[src/rtl/wb_sram_rr_arbiter.sv]
// Two-master Wishbone round-robin arbiter in front of the SRAM slave port.
// Grant is held for the owner's whole cyc; a watchdog aborts stalled strobes with err.
module wb_sram_rr_arbiter #(
  parameter int ADDR_W  = 32,
  parameter int DATA_W  = 32,
  parameter int SEL_W   = 4,
  parameter int TIMEOUT = 64
) (
  input  logic              clk,
  input  logic              reset,
  input  logic              m0_cyc_i,
  input  logic              m0_stb_i,
  input  logic              m0_we_i,
  input  logic [ADDR_W-1:0] m0_adr_i,
  input  logic [SEL_W-1:0]  m0_sel_i,
  input  logic [DATA_W-1:0] m0_dat_i,
  output logic [DATA_W-1:0] m0_dat_o,
  output logic              m0_ack_o,
  output logic              m0_err_o,
  input  logic              m1_cyc_i,
  input  logic              m1_stb_i,
  input  logic              m1_we_i,
  input  logic [ADDR_W-1:0] m1_adr_i,
  input  logic [SEL_W-1:0]  m1_sel_i,
  input  logic [DATA_W-1:0] m1_dat_i,
  output logic [DATA_W-1:0] m1_dat_o,
  output logic              m1_ack_o,
  output logic              m1_err_o,
  output logic              s_cyc_o,
  output logic              s_stb_o,
  output logic              s_we_o,
  output logic [ADDR_W-1:0] s_adr_o,
  output logic [SEL_W-1:0]  s_sel_o,
  output logic [DATA_W-1:0] s_dat_o,
  input  logic [DATA_W-1:0] s_dat_i,
  input  logic              s_ack_i,
  input  logic              s_err_i,
  output logic [1:0]        gnt_o
);

  typedef enum logic [1:0] {IDLE, BUSY, ABORT} state_t;

  localparam logic [15:0] TMO_LAST = 16'(TIMEOUT - 1);

  state_t      state_q, state_d;
  logic [1:0]  gnt_q, gnt_d;
  logic        last_q, last_d;
  logic [15:0] timer_q, timer_d;

  logic req0, req1, own1, own_cyc, stalled;

  assign req0    = m0_cyc_i & m0_stb_i;
  assign req1    = m1_cyc_i & m1_stb_i;
  assign own1    = gnt_q[1];
  assign own_cyc = own1 ? m1_cyc_i : m0_cyc_i;
  assign stalled = s_stb_o & ~s_ack_i & ~s_err_i;
  assign gnt_o   = gnt_q;

  always_ff @(posedge clk) begin
    if (reset) begin
      state_q <= IDLE;
      gnt_q   <= 2'b00;
      last_q  <= 1'b1;
      timer_q <= 16'd0;
    end else begin
      state_q <= state_d;
      gnt_q   <= gnt_d;
      last_q  <= last_d;
      timer_q <= timer_d;
    end
  end

  always_comb begin
    state_d = state_q;
    gnt_d   = gnt_q;
    last_d  = last_q;
    timer_d = 16'd0;
    unique case (state_q)
      IDLE: begin
        // last_q names the previous owner, so on contention the other master wins
        if (req0 && req1) begin
          gnt_d   = last_q ? 2'b01 : 2'b10;
          state_d = BUSY;
        end else if (req0) begin
          gnt_d   = 2'b01;
          state_d = BUSY;
        end else if (req1) begin
          gnt_d   = 2'b10;
          state_d = BUSY;
        end
      end
      BUSY: begin
        if (!own_cyc) begin
          state_d = IDLE;
          gnt_d   = 2'b00;
          last_d  = own1;
        end else if (stalled) begin
          if (timer_q == TMO_LAST) state_d = ABORT;
          else                     timer_d = timer_q + 16'd1;
        end
      end
      ABORT: begin
        state_d = IDLE;
        gnt_d   = 2'b00;
        last_d  = own1;
      end
      default: begin
        state_d = IDLE;
        gnt_d   = 2'b00;
      end
    endcase
  end

  always_comb begin
    s_cyc_o  = 1'b0;
    s_stb_o  = 1'b0;
    s_we_o   = 1'b0;
    s_adr_o  = '0;
    s_sel_o  = '0;
    s_dat_o  = '0;
    m0_dat_o = '0;
    m0_ack_o = 1'b0;
    m0_err_o = 1'b0;
    m1_dat_o = '0;
    m1_ack_o = 1'b0;
    m1_err_o = 1'b0;
    if (state_q == BUSY) begin
      if (own1) begin
        s_cyc_o  = m1_cyc_i;
        s_stb_o  = m1_stb_i;
        s_we_o   = m1_we_i;
        s_adr_o  = m1_adr_i;
        s_sel_o  = m1_sel_i;
        s_dat_o  = m1_dat_i;
        m1_dat_o = s_dat_i;
        m1_ack_o = s_ack_i;
        m1_err_o = s_err_i;
      end else begin
        s_cyc_o  = m0_cyc_i;
        s_stb_o  = m0_stb_i;
        s_we_o   = m0_we_i;
        s_adr_o  = m0_adr_i;
        s_sel_o  = m0_sel_i;
        s_dat_o  = m0_dat_i;
        m0_dat_o = s_dat_i;
        m0_ack_o = s_ack_i;
        m0_err_o = s_err_i;
      end
    end else if (state_q == ABORT) begin
      m0_err_o = ~own1;
      m1_err_o = own1;
    end
  end

endmodule

[config.mk]
export PLATFORM = sky130hd
export DESIGN_NAME = wb_sram_rr_arbiter
export DESIGN_NICKNAME = d
export VERILOG_FILES = /design/src/rtl/wb_sram_rr_arbiter.sv
export SDC_FILE = /design/constraint.sdc
export NUM_CORES = 1
export LEC_CHECK = 0
export CORE_AREA = 2 2 122 124
export CTS_CLUSTER_DIAMETER = 100
export DETAILED_ROUTE_END_ITERATION = 8
export DIE_AREA = 0 0 124 126
export PLACE_DENSITY_LB_ADDON = 0.25
export SKIP_CTS_REPAIR_TIMING = 1
export SYNTH_ARGS = -nofsm -noshare
export SYNTH_HDL_FRONTEND = slang
export SYNTH_SLANG_ARGS = --single-unit
[constraint.sdc]
create_clock -name clk -period 3.6 [get_ports clk]
set_input_delay 0.72 -clock clk [delete_from_list [all_inputs] [get_ports clk]]
set_output_delay 0.72 -clock clk [all_outputs]
set_load 0.05 [all_outputs]
; Word level (Yosys, flattened, before mapping)
; Index checks and enable logic that the tools add are counted.
[op_classes]
n_addsub = 1
n_eq_ne = 7
muxes = 41
n_bitwise = 10
reduce_logical = 7
[op_table]
columns = cell, count
row1 = 2-to-1 mux 32 bit, 8
row2 = 2-to-1 mux 2 bit, 11
row3 = 2-to-1 mux 1 bit, 17
row4 = adder 16 x 1 -> 16 bit (second input constant), 1
row5 = equality test 16 x 6 -> 1 bit (second input constant), 1
row6 = 2-to-1 mux 4 bit, 2
row7 = one-hot mux 2 bit (2 select lines), 2
row8 = != test 3 bit (second input constant), 2
row9 = inverter 1 bit, 6
row10 = OR reduction 5 bit, 1
row11 = bitwise AND 1 bit, 4
row12 = != test 4 bit (second input constant), 1
row13 = AND reduction 2 bit, 2
row14 = AND reduction 3 bit, 1
row15 = equality test 2 x 1 -> 1 bit (second input constant), 1
row16 = equality test 2 bit (second input constant), 1
row17 = logical NOT 2 bit, 1
row18 = != test 2 bit (second input constant), 1
row19 = one-hot mux 1 bit (2 select lines), 1
row20 = nonzero test 2 bit, 1
row21 = logical AND 1 bit, 1
[word_totals]
register_bits = 21
elab_cells = 70

; Depth between registers and ports, before layout
[logic_depth]
depth_word = 7
ltp_mapped = 7
mapped_depth_nobuf = 5

; Worst setup path before layout
; Ideal clock, no wire load.
[synth_path]
path_type = register to output
from = reg state_q[0]
to = out s_adr_o[21]
arrival_ns = 1.889
setup_slack_ns = 0.991
path_stages_with_launch = 8
n_path_buf = 4
cell_sequence = dfxtp_1 > nor2b_1 > clkbuf_1 > and2_1 > clkbuf_1 > buf_2 > buf_2 > a22o_1
[synth_between]
elab_chain_len = 2
[synth_rtl]
columns = element, line_no
row1 = "start, declared", 45  ; state_t state_q, state_d;
row2 = "start signal, assigned", 66  ; state_q <= state_d;
row3 = equality test 2 x 1 -> 1 bit, 127  ; if (state_q == BUSY) begin
row4 = 2-to-1 mux 32 bit, 127
row5 = "end, declared", 32  ; output logic [ADDR_W-1:0] s_adr_o,
; No other way between the ends.

; Final worst setup path
[layout_path]
from = reg state_q[0]
to = out m1_dat_o[18]
[layout_between]
elab_chain_len = 2
[layout_rtl]
columns = element, line_no
row1 = equality test 2 x 1 -> 1 bit, 127
row2 = 2-to-1 mux 32 bit, 127
row3 = "end, declared", 26  ; output logic [DATA_W-1:0] m1_dat_o,
; No other way between the ends.

==> results <==
- The run finished with clean final reports.
- The most common cell after layout, fill and taps aside is sky130_fd_sc_hd__clkdlybuf4s50_1.
- The worst slew margin relative to its limit is 59.93%.
- The floorplan step set the die height to 126 µm.
- The async set or reset register ratio after synthesis is 0%.
- The count of clock tree sinks is 21.
- Setup repair after global routing left no endpoint under its margin.
- The total of fill cells in the finished design is 1377.
- The number of setup violations in the final report is 0.
- The worst hold path class is register to register.
- Counting every instance in the synthesized netlist gives 280.
- The all-layer global routing usage is 18.88%.
- The data arrival time of the critical path is 2.43 ns.
- The worst setup path is launched from a register.
- The number of top-level pins is 319.
- The first global-routing pass estimated 22150 µm of wire.
- The number of synthesized flops with an enable pin is 0.
- On the critical path, the stage with the largest delay is an instance of sky130_fd_sc_hd__clkdlybuf4s50_1.
- Yosys attributes the largest share of cell area to sky130_fd_sc_hd__a22o_1 28%, sky130_fd_sc_hd__dfxtp_1 20%, sky130_fd_sc_hd__and2_1 9.9%, sky130_fd_sc_hd__and3_1 9.6%, sky130_fd_sc_hd__xnor2_1 4.9%.
- The average routed wire per standard cell is 20.67 µm.
- Along the worst hold path, the cell count comes to 1.
- The endpoint of the worst-slack reg-to-reg timing path is state_q[0].
- Timing would allow up to 317.5 MHz.
- The synthesized net count is 459.
- The initial cell density of the core is 15.03%.
- The core area is 14310 µm².
- During synthesis, Yosys emitted a total of 0 warnings.
- For this run, the post-layout net count is 761.
- The latest clock arrival within the worst-skew pair is 0.25 ns.
- The worst register-to-register path has a setup slack of 1.57 ns.
- Cells with a size suffix above 1 make up 21.17% of the layout.
- The die covers 15620 µm².
- The number of antenna violations at the first check in global routing came to 4.
- The final critical path takes up 87.49% of the cycle.
- The number of search-and-repair iterations in the first detailed-routing pass is 4.
- The worst flop-to-flop path startpoint is timer_q[0].
- The detail-routed via count per cell is 4.447.
- The first routing iteration left 137 violations.
- In this run, CTS created clock tree buffers numbering 3.
- The routed design has 15870 µm of wire.
- The endpoint class of the critical path is a primary output.
- After detailed routing, the number of remaining DRC violations is 0.
- In the layout the commonest cells are 214 x sky130_fd_sc_hd__clkdlybuf4s50_1, 70 x sky130_fd_sc_hd__buf_12, 69 x sky130_fd_sc_hd__a22o_1, 42 x sky130_fd_sc_hd__buf_4.
- The worst-case IR drop observed on VDD is 182.8 µV.
- Port buffering added 318 buffers.
- The clock edge transition at the registers on the reported setup and hold paths is 0.05 ns.
- The count of max-cap constraint violations is 0.
- The post-synthesis register bit count is 21.
- The slew at the pin closest to its max-slew limit is 0.5992 ns.
- The critical path required time is 2.88 ns.
- The startpoint identified for the worst hold timing path is timer_q[0].
- The post-synthesis sequential area ratio is 19.55%.
- The critical path class is register to primary output.
- The CTS tree is yes.
- The buffer type at the clock tree root is sky130_fd_sc_hd__clkbuf_16.
- The max-slew violation total from the final report is 0.
- The number of standard-cell rows in the floorplan is 44.
- From synthesis to final layout, the design area changed by 188.9%.
- For the finished layout, the period the worst path requires is 3.150 ns.
- The maximum buffer depth of the clock tree is 2.
- Summed over all failing endpoints, the final setup total negative slack is 0 ns.
- The wire-length estimate of the detail-placed layout is 13260 µm.
- The hold violation total from the final report was 0.
- The largest fanout on the critical path is 17.
- The critical path goes through nor2b_2, buf_4, and3_1, clkdlybuf4s50_1.
- On the final layout, the worst clock skew is 0.002530 ns.
- Entering global routing, the biggest net connects 44 pins.
- The library cell with the largest summed area after synthesis is sky130_fd_sc_hd__a22o_1.
- The number of cells on the worst reg-to-reg path is 5.
- The path with the worst hold slack has its endpoint at timer_q[0].
- The most instantiated flip-flop cell in the synthesis netlist is sky130_fd_sc_hd__dfxtp_1.
- The number of H-tree levels is 1.
- The final design utilization is 43.42%.
- Summing over every cut layer, the via total after detailed routing is 3415.
- In this run the horizontal extent of the chip is 124 µm.
- Routability-driven placement finished with a final weighted congestion of 0.9087.
- Synthesis instantiated 35 different standard cells from the library.
- The static leakage is 2.505 nW.
- The mapped cell area is 2151 µm².
- The number of nets still failing antenna checks after routing is 0.
- In this run the power density over the cells is 235.5 nW/µm².
- The share of synthesized area in the top cell type comes to 28.10%.
- A synthesized cell averages 7.681 µm².
- The peak per-stage delay on the critical path is 0.81 ns.
- The total overflow left after global routing is 0.
- The number of global-route vias before repair was 3423.
where the power goes:
group	switching (mW)	total [mW]	leakage [nW]	internal (mW)
registers	0.00533	0.241	0.170	0.236
clock network	0.0812	0.232	0.0382	0.151
logic	0.509	0.990	2.30	0.482
through the flow:
stage                     cells  total power [mW]  setup slack, ns  hold slack [ns]  instance area [µm²]
after floorplan             280            0.6870           0.9913           0.4412                 2151
after global placement      761             1.234           0.5419           0.4615                 6128
after detailed placement    761             1.238           0.5681           0.4720                 6128
after CTS                   765             1.478           0.4312           0.4840                 6207
after global routing        767             1.522           0.2906           0.5134                 6212
final                       768             1.464           0.4502           0.4788                 6215
cells in the mapped netlist, types with 3 or more instances:
master,number
sky130_fd_sc_hd__and2_1,34
sky130_fd_sc_hd__dfxtp_1,21
sky130_fd_sc_hd__nor4_1,7
sky130_fd_sc_hd__nor2_1,23
sky130_fd_sc_hd__a22o_1,69
sky130_fd_sc_hd__nand3_1,6
sky130_fd_sc_hd__inv_1,6
sky130_fd_sc_hd__and3_1,33
sky130_fd_sc_hd__nand2_1,6
sky130_fd_sc_hd__clkbuf_1,25
sky130_fd_sc_hd__or4_1,3
sky130_fd_sc_hd__xnor2_1,12
sky130_fd_sc_hd__nor3_1,6
sky130_fd_sc_hd__nand4_1,3
area by class of cell:
cell class | instances | area [µm²] | area share [%]
Antenna cell | 3 | 7.507 | 0.1208
Clock buffer | 4 | 78.83 | 1.268
Inverter | 6 | 22.52 | 0.3624
Multi-Input combinational cell | 224 | 1597 | 25.69
Sequential cell | 21 | 420.4 | 6.765
Tap cell | 184 | 230.2 | 3.704
Timing Repair Buffer | 326 | 3859 | 62.09
state kept, by name (all words and copies together) (netlist names):
signal / count
state_q: 2
gnt_o: 2
last_q: 1
timer_q: 16
critical path: cells and delay by family, from the launching register on:
kind                   cells  cell delay, ns
buffers and inverters      2            1.10
AND/OR/NAND/NOR            2            0.66
flip-flops                 1            0.42
logic make-up after synthesis:
group	synth area share (%)
simple gates	34.67
flops	19.55
buf+inv	6.748
mux	1.512
compound gates	31.24
xor+xnor	5.701
fa+ha+maj	0.5816
layer usage:
layer	part of all wire (%)	track usage, %	wire length [µm]	vias to the layer above
met3	9.6	5.752	1526	21
met4	2.4	5.882	377	2
li1	-	-	-	1651
met1	37	20.96	5861	1616
met2	51	34.00	8098	125
met5	0.063	0	10	-
worst max path at each step:
stage               startpoint           end  slack, ns  depth (start not counted)
finish              state_q[0]  m1_dat_o[18]       0.45                          4
global route        state_q[0]  m1_dat_o[18]       0.29                          4
CTS                 state_q[0]  m1_dat_o[30]       0.43                          4
detailed placement     s_err_i      m1_err_o       0.57                          4
global placement       s_err_i      m1_err_o       0.54                          4
floorplan           state_q[0]   s_adr_o[21]       0.99                          7
Note: power is estimated with default switching activity, not from simulation.
==> patch: new RTL, config.mk and constraints unchanged <==
Change the parameter `TIMEOUT` from 64 to 48.
--- a/src/rtl/wb_sram_rr_arbiter.sv
+++ b/src/rtl/wb_sram_rr_arbiter.sv
@@ -6,3 +6,3 @@
   parameter int SEL_W   = 4,
-  parameter int TIMEOUT = 64
+  parameter int TIMEOUT = 48
 ) (
Behaviour: same outputs for any inputs over 4 cycles, from zero or initial values and one cycle with reset high; that may be too few to reach the edited logic, so the function may still have changed.
==> patch against the unedited design <==
Total power grew 9.3%; area after synthesis grew 6.7%; setup slack lost 0.0047 ns; global-route usage shrank 0.36 points; final area grew 2.1%; wire length is essentially flat; sequential cell count is the same; largest cell class unchanged; clock power grew 5%.
==> patch: results (changes against the unedited design) <==
Finish
The total number of nets in the final design is 762 (+0.13%). The share of post-route cells with drive strength above 1 is 19.2% (-1.9 points).

Logic synthesis
The share of synthesized area occupied by flip-flops and latches is 18.3% (-1.2 points). The xor/xnor cell area share of the yosys netlist is 4.58% (-1.1 points). The post-synthesis compound-gate area fraction is 30.9% (-0.32 points).

The unique cell type count in the Yosys netlist came to 41 (+17%). The post-synthesis net count is 466 (+1.5%). The fraction of synthesized area in multiplexers is 0.872% (-0.64 points). The arithmetic-cell share of the synthesized area counting full adders, half adders and majority gates was 0.545% (-0.036 points). By area the synthesized netlist is led by a22o_1, and3_1, dfxtp_1, xor2_1, nor2_1.

Sorting the synthesized cells by how often they occur yields a22o_1, and3_1, nor2_1.

Clocking
After clock tree synthesis, the clock-pin slew on the worst setup and hold paths is 0.06 ns. The number of levels in the clock H-tree is 1 (unchanged).

Run status
The flow ran to the end, and the final reports show no timing, DRC or antenna violations.

STA
The worst relative slew slack came to 63.1% (+3.1 points). The final clock skew is 0.00716 ns (+0.00463 ns).

Global routing
The number of antenna violations at the first check in global routing was 2 (-2). The number of global-route vias before repair came to 3351 (-2.1%). The global-route wire length before repair is 21600 µm (-2.4%). The pin count of the biggest net entering global routing is 70 (+59%). The overall fraction of global-route tracks in use came to 18.5% (-0.36 points).

Setup path
The largest individual stage delay along the critical path comes from the cell clkdlybuf4s50_1. The maximum fanout along the worst path is 66 (+49).

Route
The final routed wire length divided by cell count came to 20.7 µm (+0.19%). The via count normalized by instance count came to 4.57 (+2.9%). The DRC violation total after the first TritonRoute iteration is 220 (+61%).

Power
The leakage power figure is 2.63 nW (+5.2%). The switching part of the total power is 42.8% (+2.1 points). The worst ir drop on vdd is 219 µV (+20%).

Placed design
The final weighted congestion in routability-driven placement came to 1.00 (+10%). The sum of net half-perimeters after detailed placement is 13100 µm (-1.2%).
## patch: changes by cell type after synthesis, sizes merged, moves of 4 or more
cell	delta
and2	-31
and3	+35
and4	+4
buf	+17
clkbuf	-13
nand4	+4
nor3	-5
nor4	-5
or4	-4
xnor2	-11
xor2	+9
## patch: power groups by stage
stage | registers, mW | logic (mW) | clock network (mW)
detailed placement | 0.245 | 1.12 | 0
CTS | 0.240 | 1.12 | 0.246
global placement | 0.245 | 1.11 | 0
finish | 0.240 | 1.12 | 0.243
global route | 0.240 | 1.16 | 0.257
floorplan | 0.247 | 0.511 | 0
## patch: per-layer routing
metal | global-route usage, % | vias up | share of wire, %
met5 | 0 | - | 0.063
met1 | 22.9 | 1644 | 42
li1 | - | 1686 | -
met4 | 4.49 | 2 | 2.1
met2 | 30.4 | 152 | 46
met3 | 6.84 | 24 | 10
## patch: kinds of logic (layout without fill, tap and decap cells)
kind of cell / Yosys count / count (layout)
adder cells (fa/ha/maj): 1 / 1
XOR/XNOR: 12 / 12
other: 0 / 1
AND/OR/NAND/NOR: 129 / 129
buffers and inverters: 38 / 333
AO/OA/AOI/OAI: 84 / 84
multiplexers: 2 / 2
flip-flops: 21 / 21
## patch: worst register-to-register path: stages (launching register included)
cell and delay, ns:
dfxtp_1 0.37, ha_1 0.22, and4_1 0.38, nand4_4 0.17
nor4b_4 0.33, o31ai_1 0.09
## patch: through the flow
step	power (mW)	instances	cell area (µm²)
2_1_floorplan	0.758	287	2290
3_3_place_gp	1.36	762	6260
3_5_place_dp	1.36	762	6260
4_1_cts	1.61	766	6340
5_1_grt	1.66	766	6340
6_report	1.60	767	6350
## patch: worst paths after layout
| kind | from | end | slack (ns) |
|---|---|---|---|
| worst min-delay path | timer_q[0] | timer_q[0] | 0.47 |
| worst min register to register | timer_q[0] | timer_q[0] | 0.47 |
| worst max register to register | timer_q[0] | state_q[0] | 1.94 |
| worst max-delay path | state_q[0] | m0_dat_o[5] | 0.45 |
## patch: final cells by class
type	instances	area [µm²]
Sequential cell	21	420
Tap cell	184	230
Inverter	5	18.8
Fill cell	1339	7970
Clock inverter	1	7.51
Timing Repair Buffer	324	3910
Clock buffer	3	75.1
Multi-Input combinational cell	228	1690
Antenna cell	1	2.50
